**config.mk**
```make
export PLATFORM = sky130hd
export DESIGN_NAME = teclado_deco
export DESIGN_NICKNAME = d
export VERILOG_FILES = /design/src/rtl/teclado_deco.sv
export SDC_FILE = /design/constraint.sdc
export NUM_CORES = 1
export LEC_CHECK = 0
export BUFFER_PORTS_ARGS = -buffer_cell sky130_fd_sc_hd__buf_2
export CAP_MARGIN = 20
export CORE_UTILIZATION = 40
export DETAILED_ROUTE_END_ITERATION = 10
export PLACE_DENSITY = 0.65
export SLEW_MARGIN = 20
export SYNTH_ARGS = -nofsm -noshare
export SYNTH_HDL_FRONTEND = slang
export SYNTH_SLANG_ARGS = --single-unit
```
**constraint.sdc**
```tcl
create_clock -name clk -period 2.95 [get_ports clk]
set_clock_uncertainty 0.2 [all_clocks]
set_input_delay 0.295 -clock clk [delete_from_list [all_inputs] [get_ports clk]]
set_output_delay 0.295 -clock clk [all_outputs]
set_load 0.02 [all_outputs]
```
**src/rtl/teclado_deco.sv**
```systemverilog
// 4x4 keypad decoder: synchronises columns against the delayed row scan, debounces each
// press/release per scan slot and emits one key code with a one-cycle valid pulse.
// Optional MULTIKEY_REJECT_EN: a slot with several active columns counts as "no key".
module teclado_deco #(
   parameter int DEBOUNCE_SAMPLES = 4,
   parameter int CNT_W            = $clog2(DEBOUNCE_SAMPLES+1)
) (
   input  logic       clk,
   input  logic       rst,
   input  logic [3:0] fila,
   input  logic [3:0] columna,
   output logic [3:0] tecla,
   output logic       tecla_valida,
   output logic       tecla_presionada
);

   typedef enum logic [1:0] {IDLE, DEBOUNCE, EMIT, HELD} state_t;

   localparam logic [CNT_W-1:0] CNT_MAX = CNT_W'(DEBOUNCE_SAMPLES);

   state_t           state_q, state_d;
   logic [3:0]       col_m_q, col_s_q, fila_m_q, fila_d_q;
   logic [CNT_W-1:0] cnt_q, cnt_d, cnt_inc;
   logic [3:0]       cap_row_q, cap_row_d;
   logic [1:0]       cap_col_q, cap_col_d;
   logic [3:0]       tecla_q, tecla_d;
   logic             slot, eval, multi, key_hit, held_hit;
   logic [1:0]       sel_col;

   function automatic logic [3:0] key_code(input logic [3:0] row, input logic [1:0] col);
      logic [1:0] r;
      logic [3:0] code;
      r = row[3] ? 2'd3 : row[2] ? 2'd2 : row[1] ? 2'd1 : 2'd0;
      case ({r, col})
         4'd0:  code = 4'h1;  4'd1:  code = 4'h2;  4'd2:  code = 4'h3;  4'd3:  code = 4'hA;
         4'd4:  code = 4'h4;  4'd5:  code = 4'h5;  4'd6:  code = 4'h6;  4'd7:  code = 4'hB;
         4'd8:  code = 4'h7;  4'd9:  code = 4'h8;  4'd10: code = 4'h9;  4'd11: code = 4'hC;
         4'd12: code = 4'hE;  4'd13: code = 4'h0;  4'd14: code = 4'hF;  default: code = 4'hD;
      endcase
      return code;
   endfunction

   always_ff @(posedge clk) begin
      if (rst) begin
         col_m_q   <= '0;
         col_s_q   <= '0;
         fila_m_q  <= '0;
         fila_d_q  <= '0;
         state_q   <= IDLE;
         cnt_q     <= '0;
         cap_row_q <= '0;
         cap_col_q <= '0;
         tecla_q   <= '0;
      end else begin
         col_m_q   <= columna;
         col_s_q   <= col_m_q;
         fila_m_q  <= fila;
         fila_d_q  <= fila_m_q;
         state_q   <= state_d;
         cnt_q     <= cnt_d;
         cap_row_q <= cap_row_d;
         cap_col_q <= cap_col_d;
         tecla_q   <= tecla_d;
      end
   end

   // Slot qualification, column priority encoder and the saturating counter increment.
   always_comb begin
      slot    = (fila_d_q != 4'd0) && ((fila_d_q & (fila_d_q - 4'd1)) == 4'd0);
      eval    = slot && (fila_d_q == cap_row_q);
      multi   = (col_s_q & (col_s_q - 4'd1)) != 4'd0;
      sel_col = col_s_q[0] ? 2'd0 : col_s_q[1] ? 2'd1 : col_s_q[2] ? 2'd2 : 2'd3;
`ifdef MULTIKEY_REJECT_EN
      key_hit  = (col_s_q != 4'd0) && !multi;
      held_hit = col_s_q[cap_col_q] || multi;
`else
      key_hit  = col_s_q != 4'd0;
      held_hit = col_s_q[cap_col_q];
`endif
      cnt_inc = (cnt_q == CNT_MAX) ? cnt_q : cnt_q + CNT_W'(1);
   end

   always_comb begin
      state_d   = state_q;
      cnt_d     = cnt_q;
      cap_row_d = cap_row_q;
      cap_col_d = cap_col_q;
      tecla_d   = tecla_q;
      case (state_q)
         IDLE: begin
            cnt_d = '0;
            if (slot && key_hit) begin
               cap_row_d = fila_d_q;
               cap_col_d = sel_col;
               cnt_d     = CNT_W'(1);
               state_d   = DEBOUNCE;
            end
         end
         DEBOUNCE: begin
            if (eval) begin
               if (key_hit && sel_col == cap_col_q) begin
                  cnt_d = cnt_inc;
                  if (cnt_inc == CNT_MAX) begin
                     state_d = EMIT;
                     // Load the code now so it is visible together with the valid pulse.
                     tecla_d = key_code(cap_row_q, cap_col_q);
                  end
               end else begin
                  cnt_d   = '0;
                  state_d = IDLE;
               end
            end
         end
         EMIT: begin
            cnt_d   = '0;
            state_d = HELD;
         end
         default: begin
            if (eval) begin
               if (held_hit) begin
                  cnt_d = '0;
               end else if (cnt_inc == CNT_MAX) begin
                  cnt_d   = '0;
                  state_d = IDLE;
               end else begin
                  cnt_d = cnt_inc;
               end
            end
         end
      endcase
   end

   always_comb begin
      tecla            = tecla_q;
      tecla_valida     = (state_q == EMIT);
      tecla_presionada = (state_q == EMIT) || (state_q == HELD);
   end

endmodule

```
Word level (Yosys, flattened, before mapping)
Memory sizes are Yosys's and may differ from the RTL's. A register that Yosys moved wholly into a read port is not among the register bits.
Cells that the tools add are included.
{ "totals": {"ff_bits": 27, "romBits": 64, "in_bits": 10, "output_inout_bits": 6, "memories": 1} }
{ "classes": {"addsub": 2, "n_lt_le_gt_ge": 1, "n_eq_ne": 11, "n_mux": 24, "bitwise_logic": 1, "reduce_logical": 15} }
{ "mem_list": {"columns": ["name", "depth", "word_bits", "read_ports", "rd_ports_with_merged_regs", "write_ports", "line", "source"], "rows": [
  ["(no name shown)", 16, 4, 1, 1, 0, "34", "case ({r, col})"]
]} }
{ "ops": {"columns": ["cell", "count"], "rows": [
  ["2-bit two-way mux", 11],
  ["3-bit two-way mux", 6],
  ["4-bit nonzero test", 3],
  ["3-bit case mux with 3 select lines", 1],
  ["3-bit equality test (second input constant)", 2],
  ["2-bit case mux with 3 select lines", 1],
  ["6-bit AND reduction", 1],
  ["4-bit bitwise AND", 1],
  ["2-bit equality test (second input constant)", 2],
  ["4-bit equality test", 1],
  ["1-bit logical AND", 4],
  ["4-bit zero test", 1],
  ["1-bit two-way mux", 4],
  ["2-bit inequality test (second input constant)", 2],
  ["4-bit by 2-bit inequality test with 1-bit output (second input constant)", 1],
  ["2-bit AND reduction", 2],
  ["4-bit AND reduction", 1],
  ["4-bit by 1-bit subtractor with 4-bit output (second input constant)", 1],
  ["3-bit by 1-bit adder with 3-bit output (second input constant)", 1],
  ["2-bit by 3-bit < comparator with 1-bit output (second input constant)", 1],
  ["3-bit inequality test (second input constant)", 1],
  ["3-bit nonzero test", 1],
  ["1-bit binary-select mux with 2-bit select", 1],
  ["2-bit by 1-bit equality test with 1-bit output (second input constant)", 1],
  ["other kinds (3)", 3]
]} }

Logic depth before layout (Yosys ltp)
{ "depth": {"ltp_word": 8, "ltp_mapped": 7} }

Least setup slack after synthesis
No wires, ideal clock.
{ "synth_timing": {"path_type": "register to register", "from": "register cnt_q[0]", "to": "register tecla_q[3], in the netlist tecla[3]", "arrival_ns": 2.058, "slack_ns": 0.618, "path_stages_with_launch": 8, "period_less_slack_ns": 2.332, "cell_sequence": "dfxtp_1 > inv_1 > ha_1 > or3b_1 > a311oi_2 > nand4_1 > or4_1 > o21ai_0"} }
{ "synth_between": {"elab_chain_len": 4, "word_cells_on_any_way": 5} }
{ "synth_rtl": {"columns": ["element", "line", "source"], "rows": [
  ["start: declaration", "23", "logic [CNT_W-1:0] cnt_q, cnt_d, cnt_inc;"],
  ["start signal: assignment", "60", "cnt_q <= cnt_d;"],
  ["3-bit by 1-bit adder with 3-bit output / 3-bit equality test (equally long branches)", "80", "cnt_inc = (cnt_q == CNT_MAX) ? cnt_q : cnt_q + CNT_W'(1);"],
  ["3-bit two-way mux *", "80", null],
  ["3-bit equality test *", "103", "if (cnt_inc == CNT_MAX) begin"],
  ["4-bit AND reduction (no source line) *", null, null],
  ["end: declaration", "26", "logic [3:0] tecla_q, tecla_d;"]
]} }
Mark *: on every way between the ends. The rest lies on a longest branch, timed or not.
A chain may end at the register's enable or synchronous reset.

Worst setup path in the final report
Ends and elaborated chain as after synthesis.

==> out/summary.json <==
{
  "number_of_h_tree_levels": {"value": 2},
  "gp_congestion": {"value": 0.8436},
  "synth_area_leaders": {"value": "dfxtp_1 (39%), nor2b_1 (7.0%), mux2i_1 (5.6%)"},
  "tightestPinTransition": {"value": 0.6332, "unit": "ns"},
  "syn2layout_area_growth": {"value": 11.66, "unit": "%"},
  "clock_latency": {"value": 0.28, "unit": "ns"},
  "core.rowCount": {"value": 22},
  "numCtsBuffers": {"value": 5},
  "post_route_cells_drive_above_1_share": {"value": 15.26, "unit": "%"},
  "worst-setup-path-type": {"value": "reg2reg"},
  "ctsLongestPathBuffers": {"value": 2},
  "layout.nets": {"value": 206},
  "ys_warn_count": {"value": 0},
  "main_combinational_cell_family_by_area_after_synthesis": {"value": "simple AND/OR/NAND/NOR gates"},
  "maxSlewHeadroom": {"value": 57.47, "unit": "%"},
  "drt-wirelength-per-cell": {"value": 12.39, "unit": "um"},
  "ys_seq_area_share": {"value": 38.81, "unit": "%"},
  "floorplan_die_area": {"value": 4254, "unit": "sq um"},
  "top_usage_layer": {"value": "met2"},
  "num_vias": {"value": 1281},
  "ctsHoldBuffers": {"value": 0},
  "post_synth_mux_area_share": {"value": 6.338, "unit": "%"},
  "synth_fa_ha_area_share": {"value": 5.477, "unit": "%"},
  "number_of_antenna_violations_at_the_first_check_in_global_routing": {"value": 0},
  "antenna_cells": {"value": 0},
  "syn_area": {"value": 1599, "unit": "sq um"},
  "post_synth_xor_area_fraction": {"value": 3.834, "unit": "%"},
  "share_of_the_synthesized_area_in_the_top_cell_type": {"value": 38.81, "unit": "%"},
  "power_density": {"value": 491.4, "unit": "nW/um^2"},
  "worst_setup_hold_path_clk_slew": {"value": 0.07, "unit": "ns"},
  "period_needed": {"value": 2.565, "unit": "ns"},
  "cts_tree": {"value": "done"},
  "netlist-cell-type-count": {"value": 44},
  "timing.hold.worst.class": {"value": "in2reg"},
  "met3_usage": {"value": 4.688, "unit": "%"},
  "final.period_utilization": {"value": 86.94, "unit": "%"},
  "worst_hold_path.num_cells": {"value": 2},
  "compound_cell_area_share_of_the_yosys_netlist": {"value": 14.08, "unit": "%"},
  "die_width": {"value": 65.23, "unit": "um"},
  "dominantRegCellSynth": {"value": "dfxtp_1"},
  "grt_max_degree": {"value": 35},
  "design.portCount": {"value": 16},
  "run_status": {"value": "finished clean"},
  "final.fill_count": {"value": 373},
  "timing.hold.ws": {"value": 0.02029, "unit": "ns"},
  "post_dp_cell_area": {"value": 1700, "unit": "sq um"},
  "dp_worst_setup_slack": {"value": 0.4120, "unit": "ns"},
  "postCtsSetupRepairBufs": {"value": 0},
  "initial_core_util": {"value": 42.71, "unit": "%"},
  "floorplan.core_area": {"value": 3744, "unit": "sq um"},
  "buffer_ports.inserted": {"value": 15},
  "vdd_ir_drop_max": {"value": 0.2969, "unit": "mV"},
  "drt_pass1_iterations": {"value": 4},
  "worstRegToRegCells": {"value": 7},
  "cp_max_fo": {"value": 8},
  "postSynthNetCount": {"value": 193},
  "detail_route.drc_violations": {"value": 0},
  "detailedRoute.firstIterationViolations": {"value": 56},
  "wirelength": {"value": 2949, "unit": "um"},
  "drv_cap": {"value": 0},
  "tns": {"value": 0, "unit": "ns"},
  "critical_path_arrival": {"value": 2.57, "unit": "ns"},
  "postSynthRegisterBits": {"value": 31},
  "cts_resized": {"value": 0},
  "detail-route-antenna-nets": {"value": 0},
  "report.final.slew_viol_count": {"value": 0},
  "cp-end-kind": {"value": "register"},
  "synth_simple_gate_area_share": {"value": 27.23, "unit": "%"},
  "first_global_vias": {"value": 1169},
  "fin_ws": {"value": 0.3852, "unit": "ns"},
  "synth-edff-count": {"value": 0},
  "dp_hpwl": {"value": 2170, "unit": "um"},
  "yosys.area.top_type": {"value": "dfxtp_1"},
  "fmax": {"value": 0.3899, "unit": "GHz"},
  "critical_path_required": {"value": 2.96, "unit": "ns"},
  "hold_viol": {"value": 0},
  "clock_sink_count": {"value": 31},
  "synth_most_common_cell": {"value": "dfxtp_1"},
  "seqCellArea": {"value": 620.6, "unit": "sq um"},
  "die_y": {"value": 65.23, "unit": "um"},
  "grtUsageMet2": {"value": 26.55, "unit": "%"},
  "crit_path_start_kind": {"value": "register"},
  "synth-async-reset-ratio": {"value": 0, "unit": "%"},
  "overflow": {"value": 0},
  "power.leakage": {"value": 0.6476, "unit": "nW"},
  "final_cell_area": {"value": 1785, "unit": "sq um"},
  "cts_root_buf": {"value": "clkbuf_8"},
  "syn_area_per_cell": {"value": 9.085, "unit": "sq um"},
  "finalSetupViolCount": {"value": 0},
  "synth_cell_count_leaders": {"value": "dfxtp_1 (31), nor2b_1 (18), nor2_1 (15)"},
  "use_met1": {"value": 19.28, "unit": "%"},
  "grt_setup_unrepaired": {"value": "no"},
  "grt_pass1_wl": {"value": 5264, "unit": "um"},
  "groute.usage.overall": {"value": 16.33, "unit": "%"},
  "multi_input_area": {"value": 910.9, "unit": "sq um"},
  "vias_per_cell": {"value": 5.382},
  "synthCells": {"value": 176}
}
==> worst max-delay path, stage by stage, from the launching register on <==
cell,delay [ns]
dfxtp_1,0.46
inv_1,0.09
ha_1,0.26
or3b_1,0.41
a311oi_2,0.30
nand4_1,0.20
or4_1,0.49
o21ai_0,0.09
==> state kept, by name, summed over array words and instances (netlist names) <==
| register | cells |
|---|---|
| fila_m_q | 4 |
| tecla | 4 |
| fila_d_q | 4 |
| state_q | 2 |
| col_m_q | 4 |
| cap_col_q | 2 |
| cap_row_q | 4 |
| cnt_q | 3 |
| col_s_q | 4 |
==> worst paths after layout <==
kind                   start          to  slack [ns]
setup / recovery    cnt_q[0]    tecla[3]        0.39
setup reg to reg    cnt_q[0]    tecla[3]        0.39
hold / removal    columna[1]  col_m_q[1]        0.02
hold reg to reg   col_m_q[3]  col_s_q[3]        0.24
==> report_power, final <==
part / switching, W / internal [W]
registers: 0.0000224 / 0.000435
logic: 0.0000534 / 0.0000467
clock network: 0.000156 / 0.000164
==> metal layers <==
layer  share of wire (%)  vias up
met1                  47      594
met5                   0        -
met2                  47       31
li1                    -      648
met3                 4.4        8
met4                 2.1        0
==> cell families after synthesis <==
group,Yosys count
AOI/OAI and AO/OA,33
xor gates and xnor gates,7
adders and majority gates,7
buffers and inverters,17
DFF,31
muxes,10
and+or+nand+nor,71
==> final cells by class <==
cell class                      instances  share of cell area (%)
Multi-Input combinational cell        128                   51.02
Inverter                                7                   1.472
Clock buffer                            6                   4.064
Clock inverter                          2                  0.7008
Tap cell                               48                   3.364
Timing Repair Buffer                   16                   4.625
Sequential cell                        31                   34.76
==> cell usage in the layout (no fill, tap or decap), types with 2 or more instances in the layout <==
cell type,count
nand3_1,3
o2111ai_1,2
and3b_1,2
and3_1,2
nor3_1,4
or3b_1,2
nand2b_1,6
a21oi_1,10
nand2_1,5
o21ai_0,9
a311oi_1,2
nor2b_1,18
mux2i_1,9
xnor2_1,6
inv_1,7
nor4b_1,2
nand4_1,2
nor2_1,15
dfxtp_1,31
clkbuf_8,5
ha_1,7
buf_2,15
==> per-stage QoR <==
stage	instances	power, W	utilization [%]
after floorplan	176	0.0005406	-
after global placement	230	0.0005605	45.42
after detailed placement	230	0.0005659	45.42
after CTS	238	0.0008863	47.69
after global routing	238	0.0009235	47.69
final	238	0.0008774	47.69
(Power assumes the default switching activity.)
